File: config.mk
export PLATFORM = sky130hd
export DESIGN_NAME = module_keypad_scan
export DESIGN_NICKNAME = d
export VERILOG_FILES = /design/src/rtl/module_keypad_scan.sv
export SDC_FILE = /design/constraint.sdc
export NUM_CORES = 1
export LEC_CHECK = 0
export BUFFER_PORTS_ARGS = -buffer_cell sky130_fd_sc_hd__buf_2
export CAP_MARGIN = 20
export CELL_PAD_IN_SITES_DETAIL_PLACEMENT = 0
export CELL_PAD_IN_SITES_GLOBAL_PLACEMENT = 1
export CORE_AREA = 2 2 75 77
export CTS_BUF_LIST = sky130_fd_sc_hd__clkbuf_16
export CTS_CLUSTER_DIAMETER = 200
export CTS_CLUSTER_SIZE = 30
export DETAILED_ROUTE_END_ITERATION = 10
export DIE_AREA = 0 0 77 79
export PLACE_DENSITY_LB_ADDON = 0.12
export SLEW_MARGIN = 20
export SYNTH_ARGS = -nofsm -noshare
export SYNTH_HDL_FRONTEND = slang
export SYNTH_SLANG_ARGS = --single-unit
export TNS_END_PERCENT = 1
File: constraint.sdc
create_clock -name clk -period 2.6 [get_ports clk]
set_input_delay 0.13 -clock clk [delete_from_list [all_inputs] [get_ports clk]]
set_output_delay 0.13 -clock clk [all_outputs]
set_load 0.02 [all_outputs]
File: src/rtl/module_keypad_scan.sv
// -----------------------------------------------------------------------------
// module_keypad_scan
//   4x4 matrix keypad scanner. Rotates an active-low column strobe, samples the
//   active-low rows through a 2-FF synchronizer, debounces press and release,
//   and emits one single-cycle rdy pulse with a stable key_code per accepted
//   keypress.
//
//   Optional feature: define KP_REPEAT_EN to build an auto-repeat counter that
//   re-emits the held key every REPEAT_CYCLES cycles.
//
// Ports
//   clk          in   1  system clock
//   rst          in   1  asynchronous active-low reset
//   row_i        in   4  keypad rows, active-low, asynchronous to clk
//   col_o        out  4  keypad columns, active-low one-hot
//   key_code     out  4  last accepted key, row_idx*4 + col_idx
//   rdy          out  1  one-cycle pulse, key_code is new
//   key_pressed  out  1  high from accept until release is debounced
// -----------------------------------------------------------------------------
module module_keypad_scan #(
    parameter int unsigned SCAN_DIV        = 16,
    parameter int unsigned DEBOUNCE_CYCLES = 50000,
    parameter int unsigned REPEAT_CYCLES   = 5000000
) (
    input  logic       clk,
    input  logic       rst,
    input  logic [3:0] row_i,
    output logic [3:0] col_o,
    output logic [3:0] key_code,
    output logic       rdy,
    output logic       key_pressed
);

    localparam int unsigned DIV_W = $clog2(SCAN_DIV) + 1;
    localparam int unsigned DB_W  = $clog2(DEBOUNCE_CYCLES) + 1;
    localparam logic [DIV_W-1:0] DIV_LAST = DIV_W'(SCAN_DIV - 1);
    localparam logic [DB_W-1:0]  DB_LAST  = DB_W'(DEBOUNCE_CYCLES - 1);

    typedef enum logic [2:0] {
        StScan,
        StDebounce,
        StEmit,
        StHeld,
        StRelDb
    } state_t;

    state_t            r_state, w_state_nxt;
    logic [3:0]        r_sync1, r_row_s;
    logic [DIV_W-1:0]  r_div, w_div_nxt;
    logic [1:0]        r_col_idx, w_col_nxt;
    logic [1:0]        r_row_idx, w_row_idx_nxt;
    logic [3:0]        r_pat, w_pat_nxt;
    logic [DB_W-1:0]   r_db_cnt, w_db_nxt;
    logic [3:0]        r_key_code, w_code_nxt;
    logic              r_key_pressed, w_kp_nxt;
    logic [1:0]        w_low_row;

`ifdef KP_REPEAT_EN
    localparam int unsigned REP_W = $clog2(REPEAT_CYCLES) + 1;
    localparam logic [REP_W-1:0] REP_LAST = REP_W'(REPEAT_CYCLES - 1);
    logic [REP_W-1:0] r_rep_cnt, w_rep_nxt;
`else
    logic w_unused_repeat;
    assign w_unused_repeat = ^REPEAT_CYCLES;
`endif

    // Lowest-index low row wins when several rows are low.
    always_comb begin
        w_low_row = 2'd0;
        for (int i = 3; i >= 0; i--) begin
            if (!r_row_s[i]) w_low_row = 2'(i);
        end
    end

    always_comb begin
        w_state_nxt   = r_state;
        w_div_nxt     = r_div;
        w_col_nxt     = r_col_idx;
        w_row_idx_nxt = r_row_idx;
        w_pat_nxt     = r_pat;
        w_db_nxt      = r_db_cnt;
        w_code_nxt    = r_key_code;
        w_kp_nxt      = r_key_pressed;
`ifdef KP_REPEAT_EN
        w_rep_nxt     = r_rep_cnt;
`endif
        unique case (r_state)
            StScan: begin
                if (r_row_s != 4'hF) begin
                    // Column freezes; the latched column is r_col_idx itself.
                    w_row_idx_nxt = w_low_row;
                    w_pat_nxt     = r_row_s;
                    w_db_nxt      = '0;
                    w_div_nxt     = '0;
                    w_state_nxt   = StDebounce;
                end else if (r_div == DIV_LAST) begin
                    w_div_nxt = '0;
                    w_col_nxt = r_col_idx + 2'd1;
                end else begin
                    w_div_nxt = r_div + 1'b1;
                end
            end
            StDebounce: begin
                if (r_row_s != r_pat) begin
                    w_db_nxt    = '0;
                    w_state_nxt = StScan;
                end else if (r_db_cnt == DB_LAST) begin
                    w_db_nxt    = '0;
                    w_code_nxt  = {r_row_idx, r_col_idx};
                    w_kp_nxt    = 1'b1;
                    w_state_nxt = StEmit;
                end else begin
                    w_db_nxt = r_db_cnt + 1'b1;
                end
            end
            StEmit: begin
`ifdef KP_REPEAT_EN
                w_rep_nxt = '0;
`endif
                w_state_nxt = StHeld;
            end
            StHeld: begin
                if (r_row_s == 4'hF) begin
                    w_db_nxt    = '0;
                    w_state_nxt = StRelDb;
                end
`ifdef KP_REPEAT_EN
                else if (r_rep_cnt == REP_LAST) begin
                    w_rep_nxt   = '0;
                    w_state_nxt = StEmit;
                end else begin
                    w_rep_nxt = r_rep_cnt + 1'b1;
                end
`endif
            end
            StRelDb: begin
                if (r_row_s != 4'hF) begin
                    w_state_nxt = StHeld;
                end else if (r_db_cnt == DB_LAST) begin
                    w_db_nxt    = '0;
                    w_div_nxt   = '0;
                    w_kp_nxt    = 1'b0;
                    w_state_nxt = StScan;
                end else begin
                    w_db_nxt = r_db_cnt + 1'b1;
                end
            end
            default: w_state_nxt = StScan;
        endcase
    end

    always_ff @(posedge clk or negedge rst) begin
        if (!rst) begin
            r_state       <= StScan;
            r_sync1       <= 4'hF;
            r_row_s       <= 4'hF;
            r_div         <= '0;
            r_col_idx     <= 2'd0;
            r_row_idx     <= 2'd0;
            r_pat         <= 4'hF;
            r_db_cnt      <= '0;
            r_key_code    <= 4'd0;
            r_key_pressed <= 1'b0;
`ifdef KP_REPEAT_EN
            r_rep_cnt     <= '0;
`endif
        end else begin
            r_state       <= w_state_nxt;
            r_sync1       <= row_i;
            r_row_s       <= r_sync1;
            r_div         <= w_div_nxt;
            r_col_idx     <= w_col_nxt;
            r_row_idx     <= w_row_idx_nxt;
            r_pat         <= w_pat_nxt;
            r_db_cnt      <= w_db_nxt;
            r_key_code    <= w_code_nxt;
            r_key_pressed <= w_kp_nxt;
`ifdef KP_REPEAT_EN
            r_rep_cnt     <= w_rep_nxt;
`endif
        end
    end

    assign col_o       = ~(4'b0001 << r_col_idx);
    assign key_code    = r_key_code;
    assign rdy         = (r_state == StEmit);
    assign key_pressed = r_key_pressed;

endmodule
==> results.yml <==
sta:
  fin_crit_sh_pct: 88.5
  skew_ns: 0.00700
  rsz0062_at_grt: "no"
  finalSetupTns_ns: 0
  slew_viol_final: 0
  worst_pin_slew_ns: 0.588
  clock.fmax_ghz: 0.435
  finalHoldViolCount: 0
  hold_ws_ns: 0.355
  setup_violations: 0
  period_needed_ns: 2.30
  slew_headroom_pct: 60.8
synth:
  synth_edf_count: 0
  ys_seq_area_share_pct: 50.6
  synth_nets: 238
  synth-simple-area-share_pct: 20.6
  syn_area_sq_mm: 0.00230
  synthArstFlopShare_pct: 100
  synth_top_family_by_area: "simple AND/OR/NAND/NOR gates"
  synth.area.mux_share_pct: 3.31
  synth_compound_area_share_pct: 14.3
  yosys_warnings: 0
  avgSynthCellArea_sq_um: 10.2
  ys_seq_elements: 46
  synthAdderAreaFrac_pct: 3.26
  synth_cells: 226
  synthXorXnorAreaFrac_pct: 4.18
  synth_ff_type: "dfrtp_1"
  synth_cell_type_count: 46
clock_tree:
  clkLatencyLatePin_ns: 0.29
  cts_buffers: 5
  htreeDepth: 2
  cts.clk_slew.worst_paths_ns: 0.06
  cts_root_buf: "clkbuf_16"
  cts_resized: 0
  cts_setup_buffers: 0
  ctsHoldBuffers: 4
  clk_path_buf_depth: 2
  cts_tree: "built"
  cts_sinks: 46
routing:
  avgRoutedWirePerCell_um: 14.1
  topRoutingLayerUsed: "met4"
  dr_wl_met3_um: 105
  wl_mm: 4.66
  drc: 0
  vias: 1747
  ant_nets: 0
  firstDrtPassIters: 4
  wl_met1_mm: 2.39
  drt_first_iter_violations: 84
  dr_wl_met2_mm: 2.09
  drt-vias-per-instance: 5.29
critical_path:
  crit_path_end_kind: "flip-flop"
  cp_num_buf_inv: 0
  slowest_stage: "or4b_4"
  path_delay_family: "simple AND/OR/NAND/NOR gates"
  slowest_delay_ns: 0.54
  critPathKind: "flip-flop to flip-flop"
  worstPathMaxFanout: 5
  arrival_ns: 2.48
  cp-start-kind: "flip-flop"
  cp_cell_sequence: "or4b_4 > nor4_4 > nand3_2 > a211o_1 > a221o_1"
  required_ns: 2.78
pwr:
  power.switching_uw: 498
  p_leak_uw: 0.00116
  p_int_uw: 1310
  p_seq_share_pct: 47.6
  ir_drop_mv: 0.427
  clkPwrFrac_pct: 34.7
  combPwrFrac_pct: 17.8
  swShare_pct: 27.6
  power_density_mw_per_mm2: 661
finish:
  final_nets: 269
  antenna_cells: 0
  utilization_pct: 51.1
  fin_area_sq_mm: 0.00273
  syn_to_final_growth_pct: 18.4
  drive_above_1_share_pct: 23.3
  instances_no_fill: 330
placed_design:
  gp_congestion: 0.740
  dp_hpwl_mm: 3.28
  dp.cells: 317
  place_area_sq_mm: 0.00253
  numPortBuffers: 15
global_routing:
  grt_max_degree: 47
  antenna_found_initial: 0
  globalRouteTotalUtil_pct: 16.9
  grt_pass1_wl_mm: 8.18
  grt_pass1_vias: 1712
  gr-total-overflow: 0
floorplanning:
  initial_utilization_pct: 43.2
  dieArea_sq_mm: 0.00608
  fp.dieW_um: 77
  io_pins: 16
  die_h_um: 79
  row_count: 27
  core_sq_mm: 0.00534
flow_run:
  maxCapViolations: 0
status:
  status: "complete, no violations"
min_path:
  hold_class: "flip-flop to flip-flop"
[metrics by stage]
step	setup WS (ns)	power, uW
floorplan	0.448	1080
global placement	0.348	1180
detailed placement	0.299	1190
CTS	0.285	1830
global route	0.209	1910
finish	0.299	1800
[final cells by class]
cell class | instances | area (sq um)
well taps | 72 | 90.1
repair buffers | 33 | 225
clock buffers | 5 | 125
inverters | 13 | 48.8
clock inverters | 3 | 20.0
flip-flops and latches | 46 | 1170
multi-input cells | 158 | 1050
fillers | 518 | 2610
[synthesized netlist by cell type (all sizes together), types with 5 or more instances]
master,instances,share of area [%]
a21oi,11,2.4
a31oi,5,1.4
clkbuf,7,1.1
dfrtp,34,37
dfstp,12,14
ha,6,3.3
inv,13,2.1
mux2,5,2.4
nand2,18,2.9
nand3,15,3.5
nand4,7,1.9
nor2,18,2.9
nor3,5,1.3
o21ai,11,2.4
xnor2,11,4.2
[worst register-to-register path, stage by stage, from the launching register on]
cell	delay [ns]
dfrtp_1	0.43
or4b_4	0.54
nor4_4	0.34
nand3_2	0.15
a211o_1	0.37
a221o_1	0.36
[cells by family after synthesis]
kind of cell / after synthesis
compound gates: 49
xor+xnor: 11
fa+ha+maj: 6
buf+inv: 22
flops: 46
mux: 7
simple gates: 85
[path summary, 6_finish.rpt]
check                                               end  slack (ns)  cells after the start                    start
worst max-delay path               r_div[2]$_DFFE_PN0P_        0.30                      5  r_db_cnt[5]$_DFFE_PN0P_
worst min-delay path               r_row_s[3]$_DFF_PN1_        0.36                      0     r_sync1[3]$_DFF_PN1_
worst max register to register     r_div[2]$_DFFE_PN0P_        0.30                      5  r_db_cnt[5]$_DFFE_PN0P_
worst min register to register     r_row_s[3]$_DFF_PN1_        0.36                      0     r_sync1[3]$_DFF_PN1_
max in group asynchronous       r_db_cnt[7]$_DFFE_PN0P_        1.81                      2                      rst
min in group asynchronous          r_div[2]$_DFFE_PN0P_        0.38                      2                      rst
[placed cells by master (no fill, tap or decap), drive strengths merged, types with 11 or more instances in the layout]
master  count
o21ai      11
nand3      15
buf        28
nor2       18
inv        14
dfrtp      34
xnor2      11
nand2      18
dfstp      12
a21oi      11
[layer usage]
metal / track usage (%) / vias to the layer above
met3: 3.41 / 7
met2: 26.8 / 20
met5: 0 / -
met4: 5.89 / 0
li1: - / 876
met1: 23.1 / 844
[power groups by stage]
| stage | Combinational, uW | Sequential [uW] | Clock [uW] |
|---|---|---|---|
| 2_1_floorplan | 222 | 856 | 0 |
| 3_3_place_gp | 313 | 869 | 0 |
| 3_5_place_dp | 317 | 870 | 0 |
| 4_1_cts | 322 | 858 | 654 |
| 5_1_grt | 358 | 870 | 683 |
| 6_report | 321 | 858 | 625 |
[flip-flops by register name, indices dropped and copies added, names as in the netlist]
| register | cells |
|---|---|
| key_code | 4 |
| r_row_idx | 2 |
| r_row_s | 4 |
| r_sync1 | 4 |
| r_db_cnt | 17 |
| r_col_idx | 2 |
| r_div | 5 |
| r_pat | 4 |
| r_state | 3 |
| key_pressed | 1 |
Power figures use the tool's default switching activity.
